[src/rtl/fb_pkg.sv]
// fb_pkg: shared framebuffer types and constants for the plot writer.
package fb_pkg;
  localparam int FB_WORDS = 19200;
  localparam int ADDR_W = 15;
  typedef logic [2:0] colour_t;
  typedef struct packed {
    logic [7:0] x;
    logic [6:0] y;
    colour_t    colour;
  } pixel_t;
  typedef enum logic [1:0] {IDLE, CLEAR, DONE} state_t;
endpackage

[src/rtl/fb_plot_writer_fifo.sv]
// plot_fifo: first-word-fallthrough FIFO of pixels; push while full is accepted only with a pop.
module plot_fifo
  import fb_pkg::*;
#(
  parameter int DEPTH = 4
) (
  input  logic   clk,
  input  logic   rst_n,
  input  logic   push,
  input  pixel_t din,
  input  logic   pop,
  output pixel_t dout,
  output logic   full,
  output logic   empty
);
  localparam int AW = $clog2(DEPTH);
  pixel_t mem_q [DEPTH];
  pixel_t mem_d [DEPTH];
  logic [AW:0] wr_q, wr_d, rd_q, rd_d;
  logic do_push, do_pop;
  assign empty = wr_q == rd_q;
  assign full = (wr_q[AW] != rd_q[AW]) && (wr_q[AW-1:0] == rd_q[AW-1:0]);
  assign do_pop = pop && !empty;
  assign do_push = push && (!full || do_pop);
  assign dout = mem_q[rd_q[AW-1:0]];
  always_comb begin
    mem_d = mem_q;
    if (do_push) mem_d[wr_q[AW-1:0]] = din;
    wr_d = wr_q + (AW+1)'(do_push);
    rd_d = rd_q + (AW+1)'(do_pop);
  end
  always_ff @(posedge clk or negedge rst_n) begin
    if (!rst_n) begin
      mem_q <= '{default: '0};
      wr_q <= '0;
      rd_q <= '0;
    end else begin
      mem_q <= mem_d;
      wr_q <= wr_d;
      rd_q <= rd_d;
    end
  end
endmodule

[src/rtl/fb_plot_writer.sv]
// fb_plot_writer: turns pixel plots into framebuffer writes and runs a full-screen clear.
// Define FB_CLIP_EN to discard (and count) plots outside the FB_W x FB_H screen.
module fb_plot_writer
  import fb_pkg::*;
#(
  parameter int FB_W = 160,
  parameter int FB_H = 120,
  parameter int FIFO_DEPTH = 4
) (
  input  logic              clk,
  input  logic              rst_n,
  input  logic [7:0]        vga_x,
  input  logic [6:0]        vga_y,
  input  logic [2:0]        vga_colour,
  input  logic              vga_plot,
  input  logic              start,
  input  logic [2:0]        clear_colour,
  output logic              done,
  output logic              busy,
  output logic [ADDR_W-1:0] mem_addr,
  output logic [2:0]        mem_wdata,
  output logic              mem_we,
  output logic [7:0]        drop_count
);
  localparam logic [ADDR_W-1:0] LAST = ADDR_W'(FB_W * FB_H - 1);
  state_t state_q, state_d;
  logic [ADDR_W-1:0] cnt_q, cnt_d, addr_q, addr_d, head_addr;
  colour_t fill_q, fill_d, wdata_q, wdata_d;
  logic we_q, we_d;
  logic [7:0] drop_q, drop_d;
  pixel_t head;
  logic full, empty, push, pop, drop;
  assign pop = (state_q != CLEAR) && !empty;
`ifdef FB_CLIP_EN
  logic in_range;
  assign in_range = (32'(vga_x) < FB_W) && (32'(vga_y) < FB_H);
  assign push = vga_plot && in_range;
  assign drop = vga_plot && (!in_range || (full && !pop));
`else
  assign push = vga_plot;
  assign drop = vga_plot && full && !pop;
`endif
  plot_fifo #(.DEPTH(FIFO_DEPTH)) u_fifo (
    .clk  (clk),
    .rst_n(rst_n),
    .push (push),
    .din  ('{x: vga_x, y: vga_y, colour: vga_colour}),
    .pop  (pop),
    .dout (head),
    .full (full),
    .empty(empty)
  );
  assign head_addr = ADDR_W'(head.y) * ADDR_W'(FB_W) + ADDR_W'(head.x);
  always_comb begin
    state_d = state_q;
    cnt_d = cnt_q;
    fill_d = fill_q;
    we_d = pop;
    addr_d = pop ? head_addr : addr_q;
    wdata_d = pop ? head.colour : wdata_q;
    drop_d = (drop && drop_q != 8'hff) ? drop_q + 8'd1 : drop_q;
    unique case (state_q)
      IDLE: begin
        state_d = start ? CLEAR : IDLE;
        cnt_d = start ? '0 : cnt_q;
        fill_d = start ? clear_colour : fill_q;
      end
      CLEAR: begin
        we_d = 1'b1;
        addr_d = cnt_q;
        wdata_d = fill_q;
        cnt_d = cnt_q + 1'b1;
        state_d = (cnt_q == LAST) ? DONE : CLEAR;
      end
      DONE: state_d = start ? DONE : IDLE;
      default: state_d = IDLE;
    endcase
  end
  always_ff @(posedge clk or negedge rst_n) begin
    if (!rst_n) begin
      state_q <= IDLE;
      cnt_q <= '0;
      fill_q <= '0;
      we_q <= 1'b0;
      addr_q <= '0;
      wdata_q <= '0;
      drop_q <= '0;
    end else begin
      state_q <= state_d;
      cnt_q <= cnt_d;
      fill_q <= fill_d;
      we_q <= we_d;
      addr_q <= addr_d;
      wdata_q <= wdata_d;
      drop_q <= drop_d;
    end
  end
  assign done = state_q == DONE;
  assign busy = (state_q == CLEAR) || !empty;
  assign mem_addr = addr_q;
  assign mem_wdata = wdata_q;
  assign mem_we = we_q;
  assign drop_count = drop_q;
endmodule

[config.mk]
export PLATFORM = sky130hd
export DESIGN_NAME = fb_plot_writer
export DESIGN_NICKNAME = d
export VERILOG_FILES = /design/src/rtl/fb_pkg.sv /design/src/rtl/fb_plot_writer_fifo.sv /design/src/rtl/fb_plot_writer.sv
export SDC_FILE = /design/constraint.sdc
export NUM_CORES = 1
export LEC_CHECK = 0
export CORE_ASPECT_RATIO = 1.2
export CORE_MARGIN = 10
export CORE_UTILIZATION = 50
export CTS_BUF_LIST = sky130_fd_sc_hd__clkbuf_4 sky130_fd_sc_hd__clkbuf_8 sky130_fd_sc_hd__clkbuf_16
export DETAILED_ROUTE_END_ITERATION = 10
export DONT_BUFFER_PORTS = 1
export PLACE_DENSITY = 0.72
export SLEW_MARGIN = 30
export SYNTH_ARGS = -nofsm -noshare
export SYNTH_HDL_FRONTEND = slang
export SYNTH_SLANG_ARGS = --single-unit
[constraint.sdc]
create_clock -name clk -period 7.65 [get_ports clk]
set_input_delay 0.765 -clock clk [delete_from_list [all_inputs] [get_ports clk]]
set_output_delay 0.765 -clock clk [all_outputs]
set_load 0.02 [all_outputs]
After elaboration in Yosys (flattened, before gate mapping). Cells that the tools add are included.

Register bits after elaboration: 125. Bits of input ports: 25. Output and inout bits: 29. Logic and storage cells: 76.

$add $sub $neg: 5. Multiply operators: 1. $lt $le $gt $ge: 3. Equal/unequal tests: 9. Multiplexer cells: 17. Bitwise operators: 2. Reductions and logical operators: 18.

Operators with widths (number): $bwmux W72 (1); $mux W18 (3); $mux W15 (3); $bmux W18 S2 (1); $demux W18 S2 (1); $pmux W15 S2 (1); $add A15 B1 Y15 const B (1); $add A15 B8 Y15 (1); $eq A15 B15 Y1 const B (1); $mul A7 B3 Y10 const B (1); $add A8 B1 Y8 const B (1); $logic_and A1 B1 Y1 (8); $ne A8 B8 Y1 const B (1); $add A3 B1 Y3 (2); $ge A3 B3 Y1 const B (2); $mux W3 (2); $not A2 Y3 (2); $pmux W2 S3 (1); $mux W2 (2); $reduce_and A2 Y1 (2); $reduce_bool A2 Y1 (2); $eq A3 B3 Y1 (1); $logic_not A1 Y1 (3); $lt A3 B1 Y1 const B (1); 9 further kinds (11).

Logic depth before layout (Yosys ltp). Gate-level depths: netlist of run 1.

Depth in word-level cells: 8. Mapped depth: 13. Depth with buffers taken out: 11.

Modules after synthesis. Synthesis of run 1 repeated with hierarchy kept, for this count alone.

Cell total of the unflattened synthesis: 463. Area, all modules: 6354.8 µm².

By module, submodules not included: plot_fifo (instances 1, cells an instance 200, area an instance 3679.8 µm², sequential area each 1951.9 µm²); fb_plot_writer (instances 1, cells an instance 263, area an instance 2675.1 µm², sequential area each 1176.1 µm²).

Worst setup path after synthesis of run 1. Ideal clock, no wire load.

Kind: register to register. From: register u_fifo.rd_q[0]. To: register addr_q[14], in the netlist mem_addr[14]. Setup time: 0.095 ns. Arrival: 3.592 ns. Data required time: 7.555 ns. Setup slack: 3.963 ns. Cell stages (with the launch flop): 13. Path buffers: 2. Clock period less this slack: 3.687 ns. Path through: dfrtp_1 -> buf_6 -> buf_2 -> mux4_2 -> ha_1 -> ha_1 -> inv_1 -> fa_1 -> xor2_1 -> or3b_2 -> nor4_2 -> a21oi_1 -> o31ai_1.

Word-level cells in the longest chain between the ends: 8. Elaborated cells on any way between the ends: 12. Those cells by class: add/sub (1); mul (1); eq/ne (1); mux (5); bitwise (1); reduce/logical (3).

RTL lines: start, declared (RTL line fb_plot_writer_fifo.sv:19) `logic [AW:0] wr_q, wr_d, rd_q, rd_d;`; start signal, assigned (RTL line fb_plot_writer_fifo.sv:40) `rd_q <= rd_d;`; $not A2 Y3 (not written as such) (RTL line fb_plot_writer_fifo.sv:25) `assign dout = mem_q[rd_q[AW-1:0]];`; $bmux W18 S2 (RTL line fb_plot_writer_fifo.sv:25); $mux W18 (not written as such) (2 in a row) (RTL line fb_plot_writer_fifo.sv:25); $mul A7 B3 Y10 (RTL line fb_plot_writer.sv:53) `assign head_addr = ADDR_W'(head.y) * ADDR_W'(FB_W) + ADDR_W'(head.x);`; $add A15 B8 Y15 (RTL line fb_plot_writer.sv:53); $mux W15 (RTL line fb_plot_writer.sv:59) `addr_d = pop ? head_addr : addr_q;`; $mux W15 (RTL line fb_plot_writer.sv:62) `unique case (state_q)`; end signal, assigned (RTL line fb_plot_writer.sv:93) `addr_q <= addr_d;`; end, declared (RTL line fb_plot_writer.sv:27) `logic [ADDR_W-1:0] cnt_q, cnt_d, addr_q, addr_d, head_addr;`.

Parallel ways exist; a longest one is shown, timed or not. The select of a mux whose other input is x is not followed. A chain may end at the register's enable or synchronous reset.

Final worst setup path of run 1. Same ends and word-level chain as after synthesis.

==> flow_metrics.tcl, run 1 <==
set metrics [dict create \
    status "finished, final reports clean" \
    fp.dieW_um 122 \
    insertion_delay_ns 0.41 \
    drv_slew 0 \
    antenna_cells 0 \
    wl_mm 12.9 \
    vias 3750 \
    max_stage_delay_ns 0.59 \
    hp-class "input pin to asynchronous set/reset pin" \
    fin_tns_setup_ns 0 \
    reg2regPathDepth 11 \
    cts-buffers-inserted 17 \
    critPathSlowestCell "mux4_2" \
    synth-edff-count 0 \
    syn_nets 521 \
    cts.sinks 125 \
    synth-main-ff-cell "dfrtp_1" \
    dr.pass1.iters 4 \
    cp_top_family "simple AND/OR/NAND/NOR gates" \
    synth.avg_cell_area_um2 13.0 \
    fp.coreArea_mm2 0.0121 \
    grt_pass1_wl_mm 21.3 \
    synthTopCellsByCount "125 x dfrtp_1, 59 x mux2_2, 37 x nand2_1" \
    ys.warnings.count 0 \
    fin_crit_sh 0.501 \
    clk_path_buf_depth 2 \
    crit_fanout 19 \
    port_buffers 0 \
    postRouteAntennaNets 0 \
    htreeDepth 4 \
    crit_path_end_kind "flip-flop" \
    routed_via_density 5.76 \
    antenna_found_initial 0 \
    area_delta_synth_final_pct 11.8 \
    grt_start_max_net_pins 126 \
    netlist_instances 475 \
    clock.fmax_mhz 261 \
    relSlewSlack 0.490 \
    period_minus_slack_ns 3.83 \
    cts_resized 0 \
    wl_per_cell_um 19.7 \
    seq_area_mm2 0.00313 \
    die_area_mm2 0.0172 \
    yosysTopAreaCell "dfrtp_1" \
    final_nets 523 \
    start_kind "flip-flop" \
    final_cell_area_mm2 0.00692 \
    path_common_cell "ha_1" \
    cts_hold_buf 0 \
    r2r_slack_ns 3.82 \
    row_count 44 \
    n_fill_cell 982 \
    powerDensity_mw_per_mm2 471 \
    drive_gt1_frac 0.308 \
    drc 0 \
    drtIter0Drc 208 \
    yosysTopAreaCellShare 0.505 \
    async_flop_share 1.00 \
    syn_area_mm2 0.00619 \
    cp_cell_sequence "buf_4, mux4_2, ha_1, ha_1, inv_1, fa_1, xor2_1, or3b_2, nor4_2, a21oi_1, o31ai_1" \
    initial_core_util 0.511 \
    boundaryPins 54 \
    postCtsSetupRepairBufs 0 \
    cts-root-buf "clkbuf_16" \
    ys_ff_latch 125 \
    drv.max_cap_violation_count 0 \
    multi_input_area_mm2 0.00288 \
    grt_use_total 0.158 \
    setup_violations 0 \
    cts_tree "done" \
    grt_pass1_vias 3928 \
    fin_skew_ns 0.00776 \
    max_slew.worst_pin.slew_ns 0.763 \
    finalHoldViolCount 0 \
    die_h_um 142 \
    yosysMostFrequentCell "dfrtp_1" \
    placed_area_mm2 0.00629 \
    gp_congestion 0.844 \
    netlist_top_cells_area "dfrtp_1 51%, mux2_2 11%, mux4_2 6.5%" \
    cp.required_ns 7.97 \
    ir_worst_vdd_v 0.000255 \
    leakagePower_nw 3.03 \
    ys_seq_area_frac 0.505 \
    cts.reportedPaths.clkPinSlew_ns 0.06 \
    crit_buf_inv 2 \
    cp.arrival_ns 4.15 \
    grt_overflow_total 0 \
    reg2reg_to "mem_addr[14]" \
    r2r_start "u_fifo.rd_q[0]" \
    hpwlAfterDp_mm 8.65 \
    ys_types 54 \
    rsz0062_at_grt "false" \
    crit_type "flip-flop to flip-flop" \
]
-- final cells by class --
class	instances	share of cell area
flip-flops and latches	125	0.452
multi-input cells	318	0.416
clock buffers	17	0.0615
well taps	161	0.0291
clock inverters	15	0.0286
repair buffers	5	0.00651
inverters	10	0.00579
-- registers in the layout, indices dropped and copies added (netlist names) --
name	flops
fill_q	3
u_fifo.wr_q	3
mem_we	1
cnt_q	15
mem_wdata	3
u_fifo.mem_q	72
state_q	2
drop_count	8
u_fifo.rd_q	3
mem_addr	15
-- metrics by stage --
stage	instances	util	setup slack, ns	hold slack [ns]	power (mW)
floorplan	475	-	3.96	0.458	2.14
global placement	618	0.518	3.93	0.474	2.35
detailed placement	619	0.520	3.81	0.475	2.41
CTS	651	0.571	3.80	0.0372	3.28
global route	651	0.571	3.52	0.0322	3.47
finish	651	0.571	3.82	0.0488	3.26
-- layout by cell type (no fill, tap or decap), types with 12 or more instances in the layout --
| master | instances |
|---|---|
| nand2_1 | 37 |
| xor2_1 | 14 |
| mux2_2 | 59 |
| mux4_2 | 18 |
| dfrtp_1 | 125 |
| nand3_1 | 12 |
| o21ai_0 | 13 |
| mux2_4 | 20 |
| ha_1 | 19 |
| nor2_1 | 26 |
| clkbuf_16 | 17 |
-- logic make-up (layout without fill, tap and decap cells) --
kind of cell               after synthesis  count (layout)  synth area share
DFF                                    125             125             0.505
AOI/OAI and AO/OA                       58              58            0.0602
and+or+nand+nor                        118             118             0.102
adders and majority gates               21              21            0.0449
xor gates and xnor gates                20              20            0.0283
buffers and inverters                   32              47            0.0315
muxes                                  101             101             0.228
-- report_power, final --
| part | switching [mW] | internal (mW) | total (mW) |
|---|---|---|---|
| clock network | 0.298 | 0.544 | 0.842 |
| logic | 0.595 | 0.656 | 1.25 |
| registers | 0.234 | 0.929 | 1.16 |
-- how the worst max path moves through the flow --
stage,from,to,cells after the start
after floorplan,u_fifo.rd_q[0],mem_addr[14],12
after global placement,u_fifo.rd_q[0],mem_addr[14],11
after detailed placement,u_fifo.rd_q[0],mem_addr[14],11
after CTS,u_fifo.rd_q[0],mem_addr[14],11
after global routing,u_fifo.rd_q[0],mem_addr[14],11
final,u_fifo.rd_q[0],mem_addr[14],11
-- metal layers --
metal / wire [um] / up-vias / GRT usage
met3: 728 / 14 / 0.0572
li1: - / 1732 / -
met1: 5450 / 1930 / 0.190
met5: 0 / - / 0
met4: 154 / 0 / 0.0459
met2: 6530 / 74 / 0.258
Note: power is estimated with default switching activity, not from simulation.
==> run 2, diff against run 1 <==
- clock period: 7.65 -> 3.6 ns (I/O delays scaled with it)
==> run 2 against run 1 <==
Net effect: worst hold slack gained 0.039 ns; total power grew 120%; largest cell class unchanged; critical path depth shrank 1; setup slack lost 3.7 ns; sequential share of layout area shrank 0.56 points; die area is the same; maximum frequency grew 11%; sequential power grew 110%; via count grew 0.45%.
==> flow_metrics.tcl, run 2 (same netlist as run 1, synthesis figures left out) <==
set metrics [dict create \
    r2r_slack_ns 0.16 \
    wl_mm 13.0 \
    htreeDepth 4 \
    dr.pass1.iters 5 \
    final_cell_area_mm2 0.00701 \
    max_slew.worst_pin.slew_ns 0.754 \
    area_delta_synth_final_pct 13.2 \
    setup_violations 0 \
    cts.reportedPaths.clkPinSlew_ns 0.06 \
    crit_fanout 11 \
    grt_start_max_net_pins 126 \
    fp.dieW_um 122 \
    final_nets 531 \
    ir_worst_vdd_v 0.000495 \
    crit_path_end_kind "flip-flop" \
    insertion_delay_ns 0.42 \
    fin_crit_sh 0.956 \
    drc 0 \
    status "finished, final reports clean" \
    drtIter0Drc 160 \
    rsz0062_at_grt "false" \
    cts-root-buf "clkbuf_16" \
    cts.sinks 125 \
    cp.required_ns 3.87 \
    period_minus_slack_ns 3.44 \
    port_buffers 0 \
    multi_input_area_mm2 0.00288 \
    cp.arrival_ns 3.72 \
    antenna_found_initial 0 \
    placed_area_mm2 0.00631 \
    max_stage_delay_ns 0.63 \
    critPathSlowestCell "mux4_2" \
    n_fill_cell 956 \
    fin_skew_ns 0.00752 \
    fp.coreArea_mm2 0.0121 \
    cts-buffers-inserted 17 \
    finalHoldViolCount 0 \
    final_common_cell "dfrtp_1" \
    dp_slack_ns -0.0127 \
    antenna_cells 0 \
    cp_cell_sequence "buf_4, buf_4, mux4_2, ha_1, ha_1, and3_1, or3_1, a211o_1, a21boi_0, o32ai_1" \
    hp-class "input pin to flip-flop" \
    grt_pass1_vias 3964 \
    grt_overflow_total 0 \
    postRouteAntennaNets 0 \
    layout_common_cells "124 x dfrtp_1, 59 x mux2_2, 37 x nand2_1" \
    start_kind "flip-flop" \
    hpwlAfterDp_mm 8.80 \
    vias 3767 \
    layout_setup_ws_ns 0.157 \
    hold_ws_ns 0.0877 \
    relSlewSlack 0.498 \
    regMostFlops "u_fifo.mem_q" \
    drive_gt1_frac 0.318 \
    die_area_mm2 0.0172 \
    routed_via_density 5.72 \
    clk_path_buf_depth 2 \
    largest_reg_flops 72 \
    grt_pass1_wl_mm 21.3 \
    grt_use_total 0.158 \
    wl_per_cell_um 19.7 \
    drv_slew 0 \
    seq_area_mm2 0.00313 \
    gp_congestion 0.822 \
    crit_type "flip-flop to flip-flop" \
    leakagePower_nw 3.09 \
    cts_tree "done" \
    powerDensity_mw_per_mm2 1000 \
    clock.fmax_mhz 290 \
    drv.max_cap_violation_count 0 \
    initial_core_util 0.511 \
    boundaryPins 54 \
    row_count 44 \
    die_h_um 142 \
]
==> run 2: cell count changes in the layout (fill, tap and decap cells not counted), moves of 2 or more <==
cell        delta
clkbuf_8       +6
clkinvlp_4     -2
clkinv_2       -3
clkbuf_4       +3
buf_4          +7
clkinv_4       -4
==> run 2: worst paths after layout <==
path / start / end / depth (start not counted)
max in group asynchronous: rst_n / u_fifo.mem_q[12] / 2
worst max-delay path: u_fifo.rd_q[0] / mem_addr[13] / 10
min in group asynchronous: rst_n / u_fifo.mem_q[16] / 2
worst min register to register: u_fifo.wr_q[2] / u_fifo.wr_q[2] / 1
worst max register to register: u_fifo.rd_q[0] / mem_addr[13] / 10
worst min-delay path: start / state_q[1] / 1
==> run 2: per-stage QoR <==
step / power, mW / TNS, ns / instances / util
4_1_cts: 7.04 / 0 / 656 / 0.577
6_report: 7.02 / 0 / 658 / 0.579
2_1_floorplan: 4.56 / 0 / 475 / -
3_5_place_dp: 5.11 / -0.0127 / 623 / 0.521
5_1_grt: 7.48 / 0 / 658 / 0.579
3_3_place_gp: 4.99 / 0 / 623 / 0.521
==> run 2: where the power goes <==
part / switching (mW) / leakage, nW / internal, mW
Combinational: 1.32 / 1.27 / 1.41
Sequential: 0.501 / 1.51 / 1.98
Clock: 0.591 / 0.313 / 1.22
Total: 2.42 / 3.09 / 4.60
==> run 2: area by class of cell <==
cell class / count / area share
clock buffers: 26 / 0.0757
clock inverters: 5 / 0.0146
inverters: 10 / 0.00571
multi-input cells: 318 / 0.412
flip-flops and latches: 125 / 0.447
well taps: 161 / 0.0287
repair buffers: 13 / 0.0171
==> run 2: repair_timing <==
item | CTS | global route
pin swaps | 0 | 1
hold endpoints to repair | 125 | 0
endpoints found under the setup margin | 2 | 4
gates resized for setup | 1 | 2
buffers inserted | 0 | 2
hold buffers | 2 | 0
==> run 2: worst max-delay path: cells and delay by family (launching register included) <==
family	cells	cell delay (ns)
simple gates	2	0.61
buf+inv	2	0.40
compound gates	3	0.56
mux	1	0.63
fa+ha+maj	2	0.65
flops	1	0.45
==> run 2: routing by layer <==
metal  vias up  global-route usage  routed length [um]
met1      1936               0.184                5390
met3        14              0.0603                 832
met4         0              0.0578                 158
li1       1744                   -                   -
met2        73               0.259                6600
met5         -                   0                   0
==> run 3, diff against run 2 <==
- DONT_BUFFER_PORTS: 1 -> not set
- PLACE_DENSITY: 0.72 -> 0.78
==> run 3 against run 2 <==
Net effect: the flow now finishes with violations (hold timing); non-clock buffer count up 53; sequential power down 4%; count of clock-buffer cells in the layout down 4; sequential share of layout area down 2.3 points; setup slack worse by 0.0076 ns; critical endpoint unchanged; final cell count up 7.3%; worst hold slack worse by 0.11 ns.
==> flow_metrics.tcl, run 3 (same netlist as run 1, synthesis figures left out) <==
set metrics [dict create \
    fp.coreArea_mm2 0.0121 \
    cp.arrival_ns 3.72 \
    critPathSlowestCell "mux4_2" \
    setup_violations 0 \
    die_area_mm2 0.0172 \
    grt_overflow_total 0 \
    clock.fmax_mhz 290 \
    fin_crit_sh 0.958 \
    drive_gt1_frac 0.284 \
    boundaryPins 54 \
    postRouteAntennaNets 0 \
    crit_fanout 5 \
    antenna_cells 0 \
    p_seq_frac 0.344 \
    final_common_cell "dfrtp_1" \
    vias 4055 \
    wl_per_cell_um 19.1 \
    insertion_delay_ns 0.41 \
    cts.reportedPaths.clkPinSlew_ns 0.05 \
    start_kind "flip-flop" \
    status "finished with violations" \
    grt_pass1_wl_mm 22.4 \
    power.share.switching 0.355 \
    crit_buf_inv 1 \
    cts-buffers-inserted 17 \
    final_nets 584 \
    drv.max_cap_violation_count 0 \
    period_minus_slack_ns 3.45 \
    cp_cell_sequence "buf_4, mux4_2, ha_1, ha_1, or2_2, and3_1, or3_4, a211o_1, a21boi_0, o32ai_1" \
    ir_worst_vdd_v 0.000434 \
    regMostFlops "u_fifo.mem_q" \
    clockPowerShare 0.210 \
    leakagePower_nw 3.22 \
    drc 0 \
    dr.pass1.iters 4 \
    clk_path_buf_depth 2 \
    cts.sinks 125 \
    violations "hold timing" \
    gp_congestion 0.877 \
    crit_path_end_kind "flip-flop" \
    fin_skew_ns 0.00727 \
    cp.required_ns 3.87 \
    port_buffers 53 \
    layout_common_cells "124 x dfrtp_1, 59 x mux2_2, 52 x clkdlybuf4s50_1" \
    max_stage_delay_ns 0.51 \
    grt_pass1_vias 4472 \
    cp_top_family "simple AND/OR/NAND/NOR gates" \
    powerDensity_mw_per_mm2 939 \
    path_common_cell "ha_1" \
    finalHoldViolCount 18 \
    relSlewSlack 0.466 \
    hp-class "input pin to asynchronous set/reset pin" \
    p_switching_mw 2.46 \
    crit_start "u_fifo.rd_q[0]" \
    initial_core_util 0.511 \
    r2r_start "u_fifo.rd_q[0]" \
    hold_ws_ns -0.0180 \
    intPower_mw 4.47 \
    grt_use_total 0.164 \
    cts_hold_buf 0 \
    crit_type "flip-flop to flip-flop" \
    max_slew.worst_pin.slew_ns 0.801 \
    rsz0062_at_grt "false" \
    area_delta_synth_final_pct 19.3 \
    routed_via_density 5.74 \
    grt_start_max_net_pins 81 \
    cts_tree "done" \
    drtIter0Drc 251 \
    p_comb_frac 0.447 \
    largest_reg_flops 72 \
    drv_slew 0 \
    htreeDepth 4 \
    fp.dieW_um 122 \
    row_count 44 \
    hpwlAfterDp_mm 9.44 \
    wl_mm 13.5 \
    die_h_um 142 \
    antenna_found_initial 0 \
    layout.cells.non_filler 706 \
    fin_tns_setup_ns 0 \
    dp_cells 679 \
    cts-root-buf "clkbuf_16" \
]
## run 3: cell count changes in the layout (fill, tap and decap cells not counted), sizes merged
cell	before	now
clkinv	1	4
clkdlybuf4s50	0	52
buf	12	14
dlygate4sd3	1	0
bufinv	3	0
clkbuf	26	22
clkinvlp	1	0
## run 3: layer usage
| layer | global-route usage | up-vias | part of all wire | routed length [um] |
|---|---|---|---|---|
| met5 | 0 | - | 0 | 0 |
| met4 | 0.0704 | 0 | 0.019 | 250 |
| met3 | 0.0413 | 24 | 0.045 | 602 |
| met2 | 0.272 | 102 | 0.51 | 6930 |
| met1 | 0.196 | 2082 | 0.42 | 5690 |
| li1 | - | 1847 | - | - |
## run 3: worst paths after layout
kind | to | slack [ns] | cells after the start
max | mem_addr[13] | 0.15 | 10
min | u_fifo.mem_q[7] | -0.02 | 1
max reg2reg | mem_addr[13] | 0.15 | 10
min reg2reg | cnt_q[14] | 0.49 | 1
max in group asynchronous | u_fifo.rd_q[2] | 2.78 | 2
min in group clk | cnt_q[14] | 0.49 | 1
## run 3: timing repair
item / in CTS / in global routing
pin swaps: 0 / 2
gates resized for setup: 1 / 3
setup endpoints to repair: 1 / 3
buffers inserted: 0 / 1
## run 3: power groups by stage
stage	Sequential [mW]	Clock [mW]	Combinational [mW]
floorplan	2.32	0	2.24
global placement	2.35	0	2.85
detailed placement	2.39	0	2.98
CTS	2.38	1.47	3.05
global route	2.45	1.53	3.40
finish	2.38	1.45	3.09
## run 3: area by class of cell
class                   count  area [um2]
inverters                  10        40.0
well taps                 161         201
multi-input cells         318        2890
repair buffers             66         629
clock inverters             4        20.0
clock buffers              22         475
flip-flops and latches    125        3130
fillers                   945        4730
## run 3: metrics by stage
step	total power, mW	area, um2	util	setup slack (ns)
3_5_place_dp	5.37	6860	0.566	0.0560
3_3_place_gp	5.20	6860	0.566	0.140
5_1_grt	7.37	7380	0.610	0.0241
6_report	6.93	7380	0.610	0.150
2_1_floorplan	4.56	6190	-	0.0107
4_1_cts	6.90	7360	0.608	0.0671
